`config.mk`:
```
export PLATFORM = sky130hd
export DESIGN_NAME = ps2_scan_rx
export DESIGN_NICKNAME = d
export VERILOG_FILES = /design/src/rtl/ps2_scan_rx_pkg.sv /design/src/rtl/ps2_scan_rx_sync_fifo.sv /design/src/rtl/ps2_scan_rx.sv
export SDC_FILE = /design/constraint.sdc
export NUM_CORES = 1
export LEC_CHECK = 0
export CAP_MARGIN = 20
export CORE_MARGIN = 2
export CORE_UTILIZATION = 54
export DETAILED_ROUTE_END_ITERATION = 8
export DONT_BUFFER_PORTS = 1
export GPL_ROUTABILITY_DRIVEN = 0
export PLACE_DENSITY = 0.69
export SYNTH_ARGS = -nofsm -noshare
export SYNTH_HDL_FRONTEND = slang
export SYNTH_SLANG_ARGS = --single-unit
```
`constraint.sdc`:
```
create_clock -name Clock -period 4.8 [get_ports Clock]
set_clock_uncertainty 0.15 [all_clocks]
set_input_delay 0.96 -clock Clock [delete_from_list [all_inputs] [get_ports Clock]]
set_output_delay 0.96 -clock Clock [all_outputs]
set_load 0.1 [all_outputs]
```
`src/rtl/ps2_scan_rx_pkg.sv`:
```
// Shared definitions for the PS/2 scan-code receiver.
//   ps2_state_t     : frame FSM states (IDLE / DATA / PARITY / STOP)
//   PS2_PREFIX_EXT  : extended-key prefix byte (E0)
//   PS2_PREFIX_BRK  : key-release prefix byte (F0)
//   ENTRY_*_OFS     : FIFO entry layout {ext, brk, data}; the flag offsets
//                     are relative to DATA_WIDTH (data occupies the low bits).
package ps2_scan_rx_pkg;

  typedef enum logic [1:0] {
    ST_IDLE   = 2'd0,
    ST_DATA   = 2'd1,
    ST_PARITY = 2'd2,
    ST_STOP   = 2'd3
  } ps2_state_t;

  localparam logic [7:0] PS2_PREFIX_EXT = 8'hE0;
  localparam logic [7:0] PS2_PREFIX_BRK = 8'hF0;

  localparam int ENTRY_BRK_OFS = 0;
  localparam int ENTRY_EXT_OFS = 1;

endpackage

```
`src/rtl/ps2_scan_rx_sync_fifo.sv`:
```
// Small synchronous first-word-fall-through FIFO.
//   Clock, Reset : system clock, synchronous active-high reset (pointers only)
//   push, din    : write request and entry
//   pop          : read request; ignored while empty
//   full, empty  : occupancy status
//   dout         : head entry, valid whenever empty=0
// A push while full succeeds only if a pop lands in the same cycle.
module ps2_scan_rx_sync_fifo #(
  parameter int WIDTH = 10,
  parameter int DEPTH = 4
) (
  input  logic             Clock,
  input  logic             Reset,
  input  logic             push,
  input  logic [WIDTH-1:0] din,
  input  logic             pop,
  output logic             full,
  output logic             empty,
  output logic [WIDTH-1:0] dout
);

  localparam int AW = $clog2(DEPTH);

  logic [WIDTH-1:0] mem [DEPTH];
  logic [AW-1:0]    wptr;
  logic [AW-1:0]    rptr;
  logic [AW:0]      count;
  logic             pop_ok;
  logic             push_ok;

  assign empty   = (count == '0);
  assign full    = (count == (AW+1)'(DEPTH));
  assign pop_ok  = pop & ~empty;
  assign push_ok = push & (~full | pop_ok);
  assign dout    = mem[rptr];

  // Storage is data only and carries no reset.
  always_ff @(posedge Clock) begin
    if (push_ok) mem[wptr] <= din;
  end

  // DEPTH is a power of two, so the pointers wrap naturally.
  always_ff @(posedge Clock) begin
    if (Reset) begin
      wptr  <= '0;
      rptr  <= '0;
      count <= '0;
    end else begin
      if (push_ok) wptr <= wptr + 1'b1;
      if (pop_ok)  rptr <= rptr + 1'b1;
      case ({push_ok, pop_ok})
        2'b10:   count <= count + 1'b1;
        2'b01:   count <= count - 1'b1;
        default: count <= count;
      endcase
    end
  end

endmodule

```
`src/rtl/ps2_scan_rx.sv`:
```
// PS/2 keyboard receiver: synchronises the raw PS/2 pins, frames 11-bit
// packets (start, DATA_WIDTH data LSB first, odd parity, stop), checks
// parity/stop/inter-bit timeout, folds E0/F0 prefixes into flags and queues
// decoded codes in a FWFT FIFO.
//   Clock, Reset       : system clock, synchronous active-high reset
//   iPS2Clk, iPS2Data  : raw asynchronous PS/2 pins
//   iRead              : pop head entry (ignored when oValid=0)
//   oValid             : FIFO not empty
//   oData              : head scan code
//   oExtended, oBreak  : head entry was preceded by E0 / F0
//   oFrameErr          : one-cycle pulse on parity, stop or timeout error
//   oOverflow          : sticky, a completed code was dropped on a full FIFO
module ps2_scan_rx #(
  parameter int DATA_WIDTH     = 8,
  parameter int FIFO_DEPTH     = 4,
  parameter int TIMEOUT_CYCLES = 12500,
  parameter int DECODE_PREFIX  = 1
) (
  input  logic                  Clock,
  input  logic                  Reset,
  input  logic                  iPS2Clk,
  input  logic                  iPS2Data,
  input  logic                  iRead,
  output logic                  oValid,
  output logic [DATA_WIDTH-1:0] oData,
  output logic                  oExtended,
  output logic                  oBreak,
  output logic                  oFrameErr,
  output logic                  oOverflow
);

  import ps2_scan_rx_pkg::*;

  localparam int BW      = (DATA_WIDTH > 1) ? $clog2(DATA_WIDTH) : 1;
  localparam int TW      = $clog2(TIMEOUT_CYCLES + 1);
  localparam int EW      = DATA_WIDTH + 2;
  localparam int EXT_BIT = DATA_WIDTH + ENTRY_EXT_OFS;
  localparam int BRK_BIT = DATA_WIDTH + ENTRY_BRK_OFS;

  // Good frame: odd popcount over data+parity and a high stop bit.
  function automatic logic frame_ok(input logic [DATA_WIDTH-1:0] d,
                                    input logic p, input logic s);
    return (^{d, p}) & s;
  endfunction

  logic clk_p0, clk_p1, clk_p2;
  logic dat_p0, dat_p1;

  ps2_state_t            state;
  logic [BW-1:0]         bitcnt;
  logic [TW-1:0]         tocnt;
  logic [DATA_WIDTH-1:0] shreg;
  logic                  par;
  logic                  ext;
  logic                  brk;
  logic                  frame_err;
  logic                  overflow;

  logic          fall;
  logic          stop_edge;
  logic          good;
  logic          is_ext;
  logic          is_brk;
  logic          push;
  logic [EW-1:0] push_entry;
  logic          fifo_full;
  logic          fifo_empty;
  logic [EW-1:0] fifo_dout;

  // Stage p0/p1: two-flop synchronisers; p2: clock history for edge detect.
  // Reset to 1 because the bus idles high.
  always_ff @(posedge Clock) begin
    if (Reset) begin
      clk_p0 <= 1'b1;
      clk_p1 <= 1'b1;
      clk_p2 <= 1'b1;
      dat_p0 <= 1'b1;
      dat_p1 <= 1'b1;
    end else begin
      clk_p0 <= iPS2Clk;
      clk_p1 <= clk_p0;
      clk_p2 <= clk_p1;
      dat_p0 <= iPS2Data;
      dat_p1 <= dat_p0;
    end
  end

  assign fall      = clk_p2 & ~clk_p1;
  assign stop_edge = fall & (state == ST_STOP);
  assign good      = frame_ok(shreg, par, dat_p1);
  assign is_ext    = (DECODE_PREFIX != 0) && (shreg == DATA_WIDTH'(PS2_PREFIX_EXT));
  assign is_brk    = (DECODE_PREFIX != 0) && (shreg == DATA_WIDTH'(PS2_PREFIX_BRK));
  // The push is combinational so the FIFO write lands on the posedge that
  // ends the stop-bit edge cycle.
  assign push       = stop_edge & good & ~is_ext & ~is_brk;
  assign push_entry = {ext, brk, shreg};

  // Frame assembly, stored bits are data and carry no reset.
  always_ff @(posedge Clock) begin
    if (fall && state == ST_DATA)   shreg[bitcnt] <= dat_p1;
    if (fall && state == ST_PARITY) par <= dat_p1;
  end

  // Frame FSM: moves only on falling PS/2 clock edges, except the timeout.
  always_ff @(posedge Clock) begin
    if (Reset) begin
      state     <= ST_IDLE;
      bitcnt    <= '0;
      tocnt     <= '0;
      ext       <= 1'b0;
      brk       <= 1'b0;
      frame_err <= 1'b0;
    end else begin
      frame_err <= 1'b0;
      if (state == ST_IDLE) begin
        tocnt <= '0;
        if (fall && !dat_p1) begin
          state  <= ST_DATA;
          bitcnt <= '0;
        end
      end else if (fall) begin
        tocnt <= '0;
        case (state)
          ST_DATA: begin
            if (bitcnt == BW'(DATA_WIDTH - 1)) state <= ST_PARITY;
            else bitcnt <= bitcnt + 1'b1;
          end
          ST_PARITY: state <= ST_STOP;
          default: begin
            state <= ST_IDLE;
            if (!good) begin
              frame_err <= 1'b1;
              ext       <= 1'b0;
              brk       <= 1'b0;
            end else if (is_ext) begin
              ext <= 1'b1;
            end else if (is_brk) begin
              brk <= 1'b1;
            end else begin
              ext <= 1'b0;
              brk <= 1'b0;
            end
          end
        endcase
      end else if (tocnt == TW'(TIMEOUT_CYCLES)) begin
        state     <= ST_IDLE;
        tocnt     <= '0;
        frame_err <= 1'b1;
        ext       <= 1'b0;
        brk       <= 1'b0;
      end else begin
        tocnt <= tocnt + 1'b1;
      end
    end
  end

  // A push on a full FIFO is dropped unless the same-cycle pop frees a slot.
  always_ff @(posedge Clock) begin
    if (Reset) overflow <= 1'b0;
    else if (push && fifo_full && !iRead) overflow <= 1'b1;
  end

  ps2_scan_rx_sync_fifo #(
    .WIDTH (EW),
    .DEPTH (FIFO_DEPTH)
  ) u_fifo (
    .Clock (Clock),
    .Reset (Reset),
    .push  (push),
    .din   (push_entry),
    .pop   (iRead),
    .full  (fifo_full),
    .empty (fifo_empty),
    .dout  (fifo_dout)
  );

  // Head outputs read as zero while empty so stale storage never shows.
  assign oValid    = ~fifo_empty;
  assign oData     = fifo_empty ? '0 : fifo_dout[DATA_WIDTH-1:0];
  assign oExtended = ~fifo_empty & fifo_dout[EXT_BIT];
  assign oBreak    = ~fifo_empty & fifo_dout[BRK_BIT];
  assign oFrameErr = frame_err;
  assign oOverflow = overflow;

endmodule

```
==> results of run 1 <==
-- power by group --
part	internal, mW	switching, mW	total, mW
registers	0.789	0.0332	0.822
clock network	0.246	0.267	0.513
logic	0.113	0.429	0.542
total	1.15	0.729	1.88
-- final cells by class --
cell class	count	area (um2)	area share [%]
sequential	86	2210	54.2
multi-input combinational	186	1500	36.7
clock buffer	9	124	3.03
tap	96	120	2.94
clock inverter	7	80.1	1.96
inverter	11	41.3	1.01
timing repair buffer	1	7.51	0.184
-- routing by layer --
layer	share of wire (%)	vias up
met3	2.5	8
met4	1.3	0
li1	-	1049
met2	46	31
met5	0	-
met1	50	1003
-- metrics by stage --
| step | hold slack (ps) | setup slack, ps | area (um2) | cells | utilization [%] |
|---|---|---|---|---|---|
| floorplan | 239 | 1370 | 3800 | 293 | - |
| global placement | 241 | 1850 | 3880 | 380 | 57.1 |
| detailed placement | 242 | 1810 | 3880 | 380 | 57.1 |
| CTS | 263 | 1430 | 4090 | 396 | 60.1 |
| global route | 280 | 1320 | 4090 | 396 | 60.1 |
| finish | 263 | 1470 | 4090 | 396 | 60.1 |
-- flip-flops by register name, summed over array words and instances (netlist names), named ones only --
name          count
u_fifo.mem       40
tocnt            14
shreg             8
bitcnt            3
u_fifo.count      3
state             2
u_fifo.rptr       2
u_fifo.wptr       2
brk               1
clk_p0            1
clk_p1            1
clk_p2            1
dat_p0            1
dat_p1            1
ext               1
oFrameErr         1
oOverflow         1
par               1
-- layout by cell type, fill, tap and decap left out, drive strengths merged, types with 5 or more instances in the layout --
cell type / synthesis / layout
clkbuf: 5 / 9
nor2: 41 / 41
or2: 6 / 6
edfxtp: 49 / 49
dfxtp: 37 / 37
and2: 17 / 17
xor2: 9 / 9
xnor2: 9 / 9
nand3: 5 / 5
ha: 12 / 12
mux4: 10 / 10
nand2: 12 / 12
inv: 11 / 13
-- cells in the mapped netlist (4+ instances only) --
master and number:
nand2_1 12, edfxtp_1 49, xor2_1 9, inv_1 11, clkbuf_1 5, dfxtp_1 37
ha_1 12, mux4_2 10, a21oi_1 4, and2_2 4, nand4_1 4, or2_2 5
nand3_1 5, xnor2_1 9, nor2_1 41, and2_1 13
-- how the worst max path moves through the flow --
stage	endpoint	start	depth (start not counted)	slack, ps
3_5_place_dp	oData[7]	flip-flop	2	1810
3_3_place_gp	oData[3]	flip-flop	2	1850
6_report	oData[7]	flip-flop	2	1470
4_1_cts	oData[7]	flip-flop	2	1430
5_1_grt	oData[5]	flip-flop	2	1320
2_1_floorplan	oBreak	u_fifo.count[0]$_SDFFE_PP0P_	3	1370
-- cell families after synthesis --
family	after synthesis	share of synthesized area [%]
XOR/XNOR	21	6.05
AO/OA/AOI/OAI	23	4.41
flip-flops	86	58.2
buffers and inverters	21	2.37
AND/OR/NAND/NOR	111	15.6
multiplexers	18	8.92
adder cells (fa/ha/maj)	13	4.48
-- worst max-delay path: cells and delay by family (launching register included) --
kind	cells	cell delay, ps
simple gates	1	770
flops	1	750
mux	1	350
==> metrics.txt, run 1 <==
nets@finish around 310; total power around 1.9 mW; Worst Reg-to-Reg Cells 8; Die Wd approximately 88 um; Worst-Skew Late Latency ~350 ps; slowest stage delay, CP 770 ps; P&R area growth vs syn 7.44%; RSZ-0062 raised after global routing no; class of the worst hold path reg2reg; DR iter-0 viols 80; crit-path max FO 10; Post-CTS Resized 0; Overall Global Routing Usage between 10% and 20%; initial antenna violation count 0; Antenna diodes 0; Min-Delay Startpoint clk_p0$_SDFF_PP1_; Avg Inst Size Synth around 13 um2; # clock sinks 86; Die Y 87.9 um; cell taking the most area after synthesis edfxtp_1; Reg clk slew, reported paths roughly 90 ps; Worst Hold Depth 1; layout cells sized above 1 15.7%; Worst Path Required between 3000 and 4000 ps; Post-Synthesis Cells 293; worst flop-to-flop path startpoint shreg[2]$_DFFE_PP_; Post-synth EDFFs roughly 50; CTS tree yes; CP Class reg2out; die area 7730 um2; Starting Density between 50 and 60%; Total Neg Setup Slack 0 ps; Setup-failing EPs final 0; cts bufs inserted 9; vias in the first global route around 2,000; post-CTS setup buffer count 0; slew margin rel. a little over a third; run status completed; CP endpoint kind primary output; first-pass GRT wire length 9.43 mm; largest net degree at the start of global routing 27; post-synthesis sequential area ratio 58.2%; Worst Path Arrival ~2200 ps; final worst-path cycle share a little over two thirds; Peak supply drop approximately 0.00021 V; Synth area leaders edfxtp_1 39%, dfxtp_1 19%, mux4_2 5.9%; cts hold-fix bufs 0; Synth top area share approximately two fifths; Yosys warnings 0; Post-Syn Nets 311; drt wl/cell 14.4 um; Achievable Freq approximately 300 MHz; Post-synth top flop edfxtp_1; min cycle time layout between 3000 and 4000 ps; maximum root-to-sink buffer count 2; # DRC 0; Port-buffer cells 0; Post-DRT Antenna Nets 0; r2r setup slk between 1500 and 2000 ps; Worst Max-Slew Pin Slew 956 ps; power density cells 460 nW/um2; register bit total from synthesis 86; overflow left after global routing 0; fillers roughly 520; met3 usage 3.11%; Lkg Pwr approximately 1.4 nW; Root Buffer clkbuf_8; DP HPWL between 3 and 4 mm; GRT met1 Usage between 20 and 25%; Crit-path slowest cell and2_1; most crowded layer after global routing met2; Core ar. between 6000 and 7000 um2; Initial DRT Pass Iterations 4; vias per cell roughly 5.3; # IOs 18; FP Rows 30; H-tree level count 3; Hold Vio Cnt, Final 0; cells along the critical path mux4_2, and2_1; ys async rst share 0%; max cap viols 0; critical path launch point type flip-flop; Pins Over Slew Limit 0; total number of vias around 2,100; final wirelength 5.70 mm; reg2reg end u_fifo.count[2]$_SDFFE_PP0P_; met2 GRT Util between 20% and 30%; Netlist cell types 52; Endpoint, Worst Hold clk_p1$_SDFF_PP1_; synthesized cell area about 3800 um2
Power figures use the tool's default switching activity.
==> inputs of run 2 (changes only) <==
Clock period 4.8 ns to 3.35 ns, I/O delays scaled along.
==> run 2 against run 1 <==
  * Setup slack worse by 1000 ps
  * Critical path depth up 6
  * Highest routed layer unchanged
  * Critical endpoint is now u_fifo.count[2]$_SDFFE_PP0P_
  * Non-clock buffer count up 11
  * Largest cell class unchanged
==> metrics.txt, run 2 (synthesis results as in run 1) <==
run status completed; RSZ-0062 raised after global routing no; most frequent cells in the layout 49 x edfxtp_1, 41 x nor2_1, 37 x dfxtp_1; Overall Global Routing Usage between 10% and 20%; fillers about 530; Post-DP Area about 4000 um2; critical path launch point type flip-flop; utilization after layout between 60% and 70%; Hold Vio Cnt, Final 0; DR WL met3 about 170 um; drt wl/cell approximately 15 um; Reg clk slew, reported paths around 90 ps; placed cells between 300 and 400; hold_ws approximately 220 ps; Worst Path Arrival around 3000 ps; slowest stage delay, CP roughly 520 ps; max cap viols 0; overflow left after global routing 0; # DRC 0; max reg flops 40; cts hold-fix bufs 0; worst setup margin roughly 470 ps; Die Y between 80 and 90 um; Initial DRT Pass Iterations 4; final worst-path cycle share a little under nine tenths; DP HPWL 4.11 mm; CP Class reg2reg; Worst Path Required 3450 ps; min cycle time layout about 2900 ps; Logic pwr share approximately 33%; vias in the first global route approximately 2,000; Worst Reg-to-Reg Cells 8; worst flop-to-flop path startpoint shreg[2]$_DFFE_PP_; Worst-Skew Late Latency 350 ps; # clock sinks 86; post-CTS setup buffer count 0; Core ar. around 6800 um2; non-filler cells, final 407; CTS tree yes; largest net degree at the start of global routing 27; Critical Path Source shreg[2]$_DFFE_PP_; H-tree level count 3; # IOs 18; Starting Density around 56%; die area 7730 um2; Metal-1 WL ~2.9 mm; Top reg by flops u_fifo.mem; final wirelength roughly 6 mm; Peak supply drop roughly 0.00031 V; Int Pwr ~1.6 mW; r2r setup slk about 470 ps; Achievable Freq 347 MHz; vias per cell approximately 5.3; Clk pwr share 24.4%; slew margin rel. between 30 and 40%; WP depth 8; maximum root-to-sink buffer count 2; cells along the critical path xor2_1, xnor3_2, mux2_4, nand2_1, fa_1, and3_1, a22oi_2, mux2_1; delay-heaviest family, CP XOR/XNOR gates; Post-DRT Antenna Nets 0; cts bufs inserted 9; sequential power share between 40 and 50%; Setup crit end u_fifo.count[2]$_SDFFE_PP0P_; reg2reg end u_fifo.count[2]$_SDFFE_PP0P_; Switch Pwr ~1.1 mW; Lkg Pwr about 1.4 nW; Total Neg Setup Slack 0 ps; Setup-failing EPs final 0; Net Sw Frac a little under 40%; Design Area, Final a little over 4000 um2; Die Wd 87.9 um; DR iter-0 viols 107; pre-CTS WS between 400 and 500 ps; Pins Over Slew Limit 0; power density cells about 660 nW/um2; Post-CTS Resized 0; Port-buffer cells 0; Worst Max-Slew Pin Slew around 960 ps; Largest regs u_fifo.mem (40), tocnt (14), shreg (8); Antenna diodes 0; first-pass GRT wire length 9.69 mm; layout cells sized above 1 about a fifth; Crit-path slowest cell xnor3_2; class of the worst hold path in2reg; nets@finish approximately 320; P&R area growth vs syn 8.95%; total number of vias 2,171; FP Rows 30; initial antenna violation count 0; most common cell after layout, fill and taps aside edfxtp_1; Root Buffer clkbuf_8; CP endpoint kind flip-flop; crit-path max FO 7; WL met2 ~2.7 mm; crit path buf inv count 0; Top Metal Used met4; total power 2.71 mW
[run 2: per-layer routing]
metal  track usage (%)  up-vias
li1                  -     1075
met3              3.77       14
met2              25.9       35
met1              22.8     1047
met5                 0        -
met4              8.81        0
[run 2: worst min-delay path by stage]
stage	start	to	depth (start not counted)
2_1_floorplan	clk_p0$_SDFF_PP1_	clk_p1$_SDFF_PP1_	1
3_3_place_gp	dat_p0$_SDFF_PP1_	dat_p1$_SDFF_PP1_	1
3_5_place_dp	dat_p0$_SDFF_PP1_	dat_p1$_SDFF_PP1_	1
4_1_cts	Reset	flip-flop	1
5_1_grt	Reset	u_fifo.wptr[0]$_SDFFE_PP0P_	1
6_report	Reset	flip-flop	1
[run 2: layout make-up]
type	count	area (um2)	share of cell area, %
sequential	86	2210	53.4
clock inverter	7	55.1	1.33
inverter	11	41.3	0.997
timing repair buffer	12	90.1	2.17
multi-input combinational	186	1500	36.2
tap	96	120	2.90
clock buffer	9	124	2.99
[run 2: power groups by stage]
stage          clock network [mW]  logic [mW]  registers [mW]
6_report                    0.661       0.903            1.15
5_1_grt                     0.717       0.943            1.15
4_1_cts                     0.677       0.912            1.15
3_5_place_dp                    0       0.912            1.18
3_3_place_gp                    0       0.907            1.17
2_1_floorplan                   0       0.769            1.17
[run 2: worst register-to-register path: stages, from the launching register on]
cell	delay, ps
edfxtp_1	500
xor2_1	210
xnor3_2	520
mux2_4	270
nand2_1	70
fa_1	380
and3_1	180
a22oi_2	170
mux2_1	320
